--- src/rtl/uart_rx.sv ---
// 8N1 serial receiver driven by an OVERSAMPLE-times baud tick.
// Recovers one byte per frame and flags frames whose stop bit is low.
module uart_rx #(
  parameter int OVERSAMPLE = 8
) (
  input  logic       clk,
  input  logic       reset,
  input  logic       baud_tick,
  input  logic       rx,
  output logic [7:0] rx_data,
  output logic       rx_done,
  output logic       rx_busy,
  output logic       frame_err
);

  localparam int TW = $clog2(OVERSAMPLE);
  localparam logic [TW-1:0] HALF_M1 = TW'(OVERSAMPLE / 2 - 1);
  localparam logic [TW-1:0] FULL_M1 = TW'(OVERSAMPLE - 1);

  typedef enum logic [1:0] {
    IDLE  = 2'd0,
    START = 2'd1,
    DATA  = 2'd2,
    STOP  = 2'd3
  } state_t;

  state_t        state_r;
  logic          rx_meta_r;
  logic          rx_sync_r;
  logic          rx_prev_r;
  logic [TW-1:0] tick_cnt_r;
  logic [2:0]    bit_cnt_r;
  logic [7:0]    shift_r;
  logic [7:0]    rx_data_r;
  logic          rx_done_r;
  logic          rx_busy_r;
  logic          frame_err_r;

  // Two-flop synchronizer for the asynchronous line; idles high.
  always_ff @(posedge clk or posedge reset) begin
    if (reset) begin
      rx_meta_r <= 1'b1;
      rx_sync_r <= 1'b1;
    end else begin
      rx_meta_r <= rx;
      rx_sync_r <= rx_meta_r;
    end
  end

  // Frame FSM; everything advances only on baud ticks, strobes last one clk.
  always_ff @(posedge clk or posedge reset) begin
    if (reset) begin
      state_r     <= IDLE;
      rx_prev_r   <= 1'b1;
      tick_cnt_r  <= '0;
      bit_cnt_r   <= 3'd0;
      shift_r     <= 8'h00;
      rx_data_r   <= 8'h00;
      rx_done_r   <= 1'b0;
      rx_busy_r   <= 1'b0;
      frame_err_r <= 1'b0;
    end else begin
      rx_done_r   <= 1'b0;
      frame_err_r <= 1'b0;
      if (baud_tick) begin
        rx_prev_r <= rx_sync_r;
        case (state_r)
          IDLE: begin
            tick_cnt_r <= '0;
            bit_cnt_r  <= 3'd0;
            // Edge, not level: a line stuck low cannot retrigger.
            if (rx_prev_r && !rx_sync_r) begin
              state_r   <= START;
              rx_busy_r <= 1'b1;
            end else begin
              state_r   <= IDLE;
            end
          end
          START: begin
            if (tick_cnt_r == HALF_M1) begin
              tick_cnt_r <= '0;
              if (!rx_sync_r) begin
                state_r   <= DATA;
              end else begin
                state_r   <= IDLE;
                rx_busy_r <= 1'b0;
              end
            end else begin
              tick_cnt_r <= tick_cnt_r + TW'(1);
            end
          end
          DATA: begin
            if (tick_cnt_r == FULL_M1) begin
              tick_cnt_r <= '0;
              shift_r    <= {rx_sync_r, shift_r[7:1]};
              bit_cnt_r  <= bit_cnt_r + 3'd1;
              if (bit_cnt_r == 3'd7) begin
                state_r <= STOP;
              end else begin
                state_r <= DATA;
              end
            end else begin
              tick_cnt_r <= tick_cnt_r + TW'(1);
            end
          end
          STOP: begin
            if (tick_cnt_r == FULL_M1) begin
              tick_cnt_r <= '0;
              state_r    <= IDLE;
              rx_busy_r  <= 1'b0;
              if (rx_sync_r) begin
                rx_data_r <= shift_r;
                rx_done_r <= 1'b1;
              end else begin
                frame_err_r <= 1'b1;
              end
            end else begin
              tick_cnt_r <= tick_cnt_r + TW'(1);
            end
          end
          default: begin
            state_r   <= IDLE;
            rx_busy_r <= 1'b0;
          end
        endcase
      end
    end
  end

  assign rx_data   = rx_data_r;
  assign rx_done   = rx_done_r;
  assign rx_busy   = rx_busy_r;
  assign frame_err = frame_err_r;

endmodule
--- config.mk ---
export PLATFORM = sky130hd
export DESIGN_NAME = uart_rx
export DESIGN_NICKNAME = d
export VERILOG_FILES = /design/src/rtl/uart_rx.sv
export SDC_FILE = /design/constraint.sdc
export NUM_CORES = 1
export LEC_CHECK = 0
export ABC_CLOCK_PERIOD_IN_PS = 1800
export BUFFER_PORTS_ARGS = -buffer_cell sky130_fd_sc_hd__buf_4
export CAP_MARGIN = 20
export CORE_UTILIZATION = 45
export DETAILED_ROUTE_END_ITERATION = 7
export HOLD_SLACK_MARGIN = 0.1
export SETUP_SLACK_MARGIN = 0.05
export SLEW_MARGIN = 20
export SYNTH_ARGS = -nofsm -noshare
export SYNTH_HDL_FRONTEND = slang
export SYNTH_SLANG_ARGS = --single-unit
--- constraint.sdc ---
create_clock -name clk -period 1.8 [get_ports clk]
set_clock_uncertainty 0.15 [all_clocks]
set_input_delay 0.09 -clock clk [delete_from_list [all_inputs] [get_ports clk]]
set_output_delay 0.09 -clock clk [all_outputs]
set_load 0.02 [all_outputs]
# Word level (Yosys, flattened, before mapping)

Index checks and enable logic that the tools add are counted.
W data, S select, Z words.

Add/subtract/negate cells: 2
Equal/unequal tests: 11
Muxes and demuxes: 25
Reductions and logical operators: 11

Operators by type and width:

| cell                  | number |
|---|---|
| $mux W1               | 14 |
| $ne A2 B2 Y1 const B  | 5 |
| $mux W3               | 3 |
| $pmux W3 S3           | 1 |
| $mux W2               | 4 |
| $pmux W2 S4           | 1 |
| $reduce_and A4 Y1     | 2 |
| $add A3 B1 Y3 const B | 2 |
| $eq A3 B3 Y1 const B  | 2 |
| $pmux W3 S2           | 1 |
| $reduce_and A3 Y1     | 2 |
| $reduce_and A6 Y1     | 1 |
| $eq A2 B2 Y1 const B  | 2 |
| $eq A3 B2 Y1 const B  | 1 |
| $pmux W1 S3           | 1 |
| $reduce_bool A3 Y1    | 1 |
| $eq A2 B1 Y1 const B  | 1 |
| $logic_not A2 Y1      | 1 |
| $reduce_bool A2 Y1    | 1 |
| $reduce_or A2 Y1      | 1 |
| $logic_and A1 B1 Y1   | 1 |
| $logic_not A1 Y1      | 1 |

Bits in registers: 30
Input bits: 4
Output and inout bits: 11

# Logic depth before layout (Yosys ltp)

Gate-level depths: netlist (run 1).

Depth after elaboration: 4
Mapped depth: 6
Depth with buffers taken out: 6

# Worst setup path after synthesis (run 1)

OpenSTA, ideal clock, no wires.

Kind: register to register
Start point: reg tick_cnt_r[0]
End point: reg rx_data_r[0] (netlist: rx_data[0])
Setup time: 0.125 ns
Arrival: 1.382 ns
Slack: 0.143 ns
Stages on the path, launching flop included: 5
Buffers on the path: 0
Period minus slack after synthesis: 1.657 ns
Cells stage by stage: dfrtp_1 -> ha_1 -> nand3_4 -> nor3_4 -> mux2_2

Cells in the longest elaborated chain, start to end: 2

RTL lines:

| element                     | line | RTL |
|---|---|---|
| start, declared             | 31   | `logic [TW-1:0] tick_cnt_r;` |
| start signal, assigned      | 89   | `tick_cnt_r <= tick_cnt_r + TW'(1);` |
| start signal, assigned      | 103  | `tick_cnt_r <= tick_cnt_r + TW'(1);` |
| start signal, assigned      | 118  | `tick_cnt_r <= tick_cnt_r + TW'(1);` |
| $eq A3 B3 Y1                | 107  | `if (tick_cnt_r == FULL_M1) begin` |
| $reduce_and A4 Y1 (no line) | -    |  |
| end signal, assigned        | 112  | `rx_data_r <= shift_r;` |
| end, declared               | 34   | `logic [7:0] rx_data_r;` |

Every way passes these cells.
A chain may end at the register's enable or synchronous reset.

# Worst setup path after layout (run 1)

Start point: reg tick_cnt_r[0]
End point: reg rx_data_r[6] (netlist: rx_data[6])

Same word-level chain as after synthesis.

==> results.py, run 1 <==
metrics = {
    "logic_synthesis": {
        "syn_nets": 108,
        "avgSynthCellArea_sq_um": 13.2,
        "syn_area_sq_um": 1310,
        "synth_top_cell_area_share_pct": 51.5,
        "synthSimpleGateAreaFrac_pct": 9.06,
        "yosysWarnings": 0,
        "synth_top_family_by_area": "multiplexers",
        "ys_seq_area_share_pct": 57.5,
        "synth.largest_area_cell": "dfrtp_1",
        "synth_xor_area_share_pct": 0,
        "ys_seq_elements": 30,
        "synth_compound_area_share_pct": 6.97,
        "synthAdderAreaFrac_pct": 4.77,
        "synthMuxAreaShare_pct": 17.7,
        "synthCells": 99,
        "synth.area.top_cells": "dfrtp_1 (52%), mux2_2 (15%), dfstp_2 (6.0%)",
        "synth_cell_type_count": 28,
    },
    "clocking": {
        "cts_max_level": 2,
        "postCtsSetupBuffers": 0,
        "cts_buffer_depth": 2,
        "cts_buffers": 5,
        "clk_latency_ns": 0.33,
        "clock-sinks": 30,
        "cts-root-buf": "clkbuf_4",
        "clkTransAtPathRegs_ns": 0.09,
        "cts_tree": "built",
    },
    "place": {
        "dpl_cell_area_sq_um": 1510,
        "port_buffers": 14,
        "dp.cells": 149,
        "dp_hpwl_microns": 1470,
        "place.gp.congestion": 0.727,
    },
    "drt": {
        "top_layer": "met4",
        "dr.pass1.iters": 4,
        "vias_per_cell": 5.30,
        "wl_met2_microns": 1030,
        "dr_wl_met3_microns": 97,
        "remaining_drc_errors": 0,
        "drt_wl_total_microns": 2110,
        "ant_nets": 0,
        "drt_iter0_drc": 9,
        "met1_length_microns": 944,
        "wl_per_cell_microns": 13.2,
        "vias": 848,
    },
    "finish": {
        "fin_area_sq_um": 1620,
        "final_nets": 137,
        "layout.cells.most_common": "dfrtp_1",
        "final_util_pct": 58.8,
        "drive_above_1_share_pct": 42.6,
        "diodes": 0,
        "fin_cells": 160,
        "areaGrowthSynthToFinish_pct": 23.6,
        "most-common-layout-cells": "dfrtp_1 (27), buf_4 (22), mux2_2 (18)",
    },
    "sta": {
        "whs_ns": 0.187,
        "hold_viol_final": 0,
        "slew_viol_final": 0,
        "final-setup-viol-count": 0,
        "fmax_ghz": 0.592,
        "setup-tns-final_ns": 0,
        "post-route-period-util_pct": 93.8,
        "period_needed_ns": 1.69,
        "slew_headroom_pct": 76.1,
        "tightest_slew_ns": 0.359,
        "rsz0062_at_grt": "false",
    },
    "critical_path": {
        "crit_fanout": 9,
        "timing.rr.end": "rx_data[6]",
        "reg2regPathDepth": 5,
        "arrival_ns": 1.75,
        "regToRegSetupSlack_ns": 0.11,
        "r2r-start": "tick_cnt_r[0]",
        "path_class": "flop to flop",
        "crit_required_ns": 1.86,
        "cp-start-kind": "flop",
        "worstSetupEndpointType": "flop",
    },
    "run": {
        "maxCapViolations": 0,
    },
    "floorplan": {
        "num_rows": 19,
        "die_w_microns": 56.0,
        "start_util_pct": 47.5,
        "die_y_microns": 56.0,
        "coreArea_sq_um": 2760,
        "pin_count": 15,
        "dieArea_sq_um": 3130,
    },
    "power_and_ir_drop": {
        "p_leak_nw": 0.802,
        "vdd_drop_max_v": 0.000751,
        "power_density_nw_per_um2": 1040,
    },
    "grt": {
        "grt_pass1_vias": 891,
        "grt_max_degree": 30,
        "grt-ovfl-total": 0,
        "grt_pass1_wl_microns": 3840,
        "antenna_found_initial": 0,
        "track_usage_pct": 16.3,
    },
    "status": {
        "status": "complete, no violations",
    },
    "hold_path": {
        "hold_path_class": "primary input to asynchronous set/reset pin",
    },
}
==> critical path, cell delays in order, from the launching register on <==
cell	delay, ns
dfrtp_1	0.42
ha_4	0.19
nand3_4	0.10
nor3_4	0.22
buf_12	0.15
mux2_2	0.33
==> sequential cells by signal, summed over array words and instances (netlist names), named ones only <==
name and count:
rx_sync_r 1, frame_err 1, shift_r 8, rx_prev_r 1
rx_busy 1, state_r 1, rx_data 8, rx_meta_r 1
tick_cnt_r 3, bit_cnt_r 3, rx_done 1
==> cells by family after synthesis <==
kind of cell,after synthesis
AOI/OAI and AO/OA,15
DFF,30
buffers and inverters,11
muxes,21
and+or+nand+nor,17
adders and majority gates,5
==> stage by stage <==
stage	power, mW	worst slack (ns)
6_report	1.68	0.111
5_1_grt	1.81	0.0464
4_1_cts	1.67	0.0510
3_5_place_dp	1.25	0.0615
3_3_place_gp	1.24	0.106
2_1_floorplan	1.11	0.143
==> synthesized netlist by cell type <==
| cell type | number |
|---|---|
| dfrtp_1 | 27 |
| mux2_2 | 18 |
| inv_1 | 7 |
| a21oi_1 | 5 |
| ha_1 | 5 |
| nand2_1 | 4 |
| dfstp_2 | 3 |
| mux2i_1 | 3 |
| o21ai_0 | 3 |
| a31oi_1 | 2 |
| buf_2 | 2 |
| buf_4 | 2 |
| nand2b_1 | 2 |
| nor3b_1 | 2 |
| a21o_1 | 1 |
| a22o_1 | 1 |
| and2_0 | 1 |
| and2_1 | 1 |
| nand3_1 | 1 |
| nand3_2 | 1 |
| nand3_4 | 1 |
| nor2_1 | 1 |
| nor2b_1 | 1 |
| nor3_1 | 1 |
| nor3_4 | 1 |
| o211ai_1 | 1 |
| o22ai_1 | 1 |
| o2bb2ai_1 | 1 |
==> power breakdown <==
part	internal, mW	leakage [nW]	switching, mW
Sequential	0.742	0.395	0.0983
Combinational	0.229	0.371	0.206
Clock	0.189	0.0353	0.221
==> worst max-delay path by stage <==
stage	startpoint	end	slack, ns
after floorplan	tick_cnt_r[0]	rx_data[0]	0.14
after CTS	tick_cnt_r[0]	rx_data[6]	0.05
after global placement	tick_cnt_r[1]	rx_data[0]	0.11
final	tick_cnt_r[0]	rx_data[6]	0.11
after global routing	tick_cnt_r[0]	rx_data[6]	0.05
after detailed placement	tick_cnt_r[0]	rx_data[6]	0.06
==> area by class of cell <==
type | count | area, sq um
well taps | 31 | 38.8
clock buffers | 7 | 55.1
inverters | 7 | 26.3
repair buffers | 26 | 215
fillers | 232 | 1140
clock inverters | 1 | 5.00
flip-flops and latches | 30 | 754
multi-input cells | 58 | 526
==> timing repair <==
item | 4_1_cts | 5_1_grt
hold buffers | 3 | 0
endpoints found under the setup margin | 0 | 16
resized for setup | 0 | 3
endpoints found under the hold margin | 37 | 0
==> routing by layer <==
| layer | vias to the layer above | global-route usage (%) |
|---|---|---|
| li1 | 408 | - |
| met1 | 417 | 18.4 |
| met2 | 18 | 26.9 |
| met3 | 5 | 6.98 |
| met4 | 0 | 7.32 |
| met5 | - | 0 |
(Power assumes the default switching activity.)
==> inputs of run 2 (changes only) <==
Settings changed: ABC_CLOCK_PERIOD_IN_PS 1800 to 2200.
Clock period 1.8 ns to 2.2 ns, I/O delays scaled along.
==> run 2 against run 1 <==
Compared with the run above: critical path depth is 1 lower; setup slack improved by 0.23 ns; sequential power is 17% lower; cell count fell by 4.4%; first-iteration DRC count rose to 2.6 times the previous value; die area unchanged; critical endpoint unchanged; highest routed layer unchanged.
==> results.py, run 2 (same netlist as run 1, synthesis figures left out) <==
metrics = {
    "status": {
        "status": "complete, no violations",
    },
    "sta": {
        "fmax_ghz": 0.537,
        "slew_headroom_pct": 69.1,
        "post-route-period-util_pct": 84.7,
        "whs_ns": 0.172,
        "setup-tns-final_ns": 0,
        "slew_viol_final": 0,
        "hold_viol_final": 0,
        "period_needed_ns": 1.86,
        "tightest_slew_ns": 0.462,
        "rsz0062_at_grt": "false",
        "final-setup-viol-count": 0,
    },
    "critical_path": {
        "cp-startpoint": "tick_cnt_r[1]",
        "regToRegSetupSlack_ns": 0.34,
        "crit_fanout": 9,
        "cp-start-kind": "flop",
        "path_class": "flop to flop",
        "arrival_ns": 1.92,
        "r2r-start": "tick_cnt_r[1]",
        "worstSetupEndpointType": "flop",
        "crit_required_ns": 2.26,
    },
    "finish": {
        "multiInputGateArea_sq_um": 505,
        "areaGrowthSynthToFinish_pct": 17.4,
        "most-common-layout-cells": "dfrtp_1 (27), mux2_2 (18), buf_4 (16)",
        "diodes": 0,
        "regArea_sq_um": 754,
        "final_nets": 130,
        "fill_cells": 257,
        "drive_above_1_share_pct": 39.3,
        "layout.cells.most_common": "dfrtp_1",
    },
    "clocking": {
        "postCtsSetupBuffers": 0,
        "cts_buffer_depth": 2,
        "cts_tree": "built",
        "clkTransAtPathRegs_ns": 0.09,
        "clock-sinks": 30,
        "ctsResizeCount": 0,
        "cts-root-buf": "clkbuf_4",
        "cts_max_level": 2,
        "clk_latency_ns": 0.32,
        "cts_hold_buf": 3,
        "cts_buffers": 5,
    },
    "drt": {
        "drt_iter0_drc": 23,
        "remaining_drc_errors": 0,
        "drt_wl_total_microns": 2030,
        "wl_per_cell_microns": 13.3,
        "dr.pass1.iters": 4,
        "ant_nets": 0,
        "vias": 787,
        "vias_per_cell": 5.14,
    },
    "power_and_ir_drop": {
        "vdd_drop_max_v": 0.000769,
        "p_leak_nw": 0.763,
        "power_density_nw_per_um2": 840,
        "finalPower_mw": 1.29,
    },
    "hold_path": {
        "hold_path_class": "primary input to asynchronous set/reset pin",
    },
    "place": {
        "port_buffers": 14,
        "dp_hpwl_microns": 1390,
        "place.gp.congestion": 0.762,
    },
    "floorplan": {
        "start_util_pct": 47.5,
        "die_w_microns": 56.0,
        "pin_count": 15,
        "coreArea_sq_um": 2760,
        "num_rows": 19,
        "dieArea_sq_um": 3130,
        "die_y_microns": 56.0,
    },
    "grt": {
        "antenna_found_initial": 0,
        "met3_usage_pct": 6.28,
        "grt_max_degree": 22,
        "grtUsageMet2_pct": 23.3,
        "busiest_layer": "met2",
        "grt_pass1_vias": 762,
        "track_usage_pct": 15.1,
        "grt-ovfl-total": 0,
        "grt_pass1_wl_microns": 3570,
        "grtUsageMet1_pct": 18.9,
    },
    "run": {
        "maxCapViolations": 0,
    },
}
==> run 2: cell count changes in the layout (fill, tap and decap cells not counted) <==
cell	before	now
clkinvlp_4	0	1
buf_4	22	16
buf_12	1	0
ha_1	4	5
ha_4	1	0
clkbuf_1	1	0
nand3_4	2	1
nand3_2	0	1
==> run 2: routing by layer <==
| layer | vias to the layer above | wire length, microns |
|---|---|---|
| li1 | 391 | - |
| met1 | 387 | 975 |
| met2 | 7 | 988 |
| met3 | 2 | 50 |
| met4 | 0 | 17 |
| met5 | - | 0 |
==> run 2: worst paths after layout <==
| kind | end | cells after the start |
|---|---|---|
| hold / removal | rx_busy | 3 |
| min in group clk | rx_sync_r | 0 |
| hold reg to reg | rx_sync_r | 0 |
| max in group asynchronous | rx_sync_r | 4 |
| setup reg to reg | rx_data[6] | 4 |
| setup / recovery | rx_data[6] | 4 |
==> run 2: per-stage QoR <==
step                std cells  setup WS [ns]  cell area, sq um  util (%)
detailed placement        142          0.330              1450      52.4
global placement          142          0.367              1450      52.4
floorplan                  99          0.543              1310         -
finish                    153          0.336              1540      55.8
CTS                       153          0.334              1540      55.8
global route              153          0.226              1540      55.8
==> run 2: final cells by class <==
type / instances / area share, %
clock buffer: 6 / 3.33
timing repair buffer: 19 / 9.76
clock inverter: 2 / 0.813
multi-input combinational: 58 / 32.8
inverter: 7 / 1.71
sequential: 30 / 49.0
tap: 31 / 2.52
==> run 2: critical path, cell delays in order, from the launching register on <==
cell and delay, ns:
dfrtp_1 0.39, ha_1 0.27, nand3_4 0.12, nor3_4 0.44
mux2_2 0.38
==> run 2: report_power, final <==
part	switching (mW)	total [mW]	internal, mW
sequential	0.0910	0.698	0.607
clock	0.188	0.341	0.153
combinational	0.130	0.254	0.124
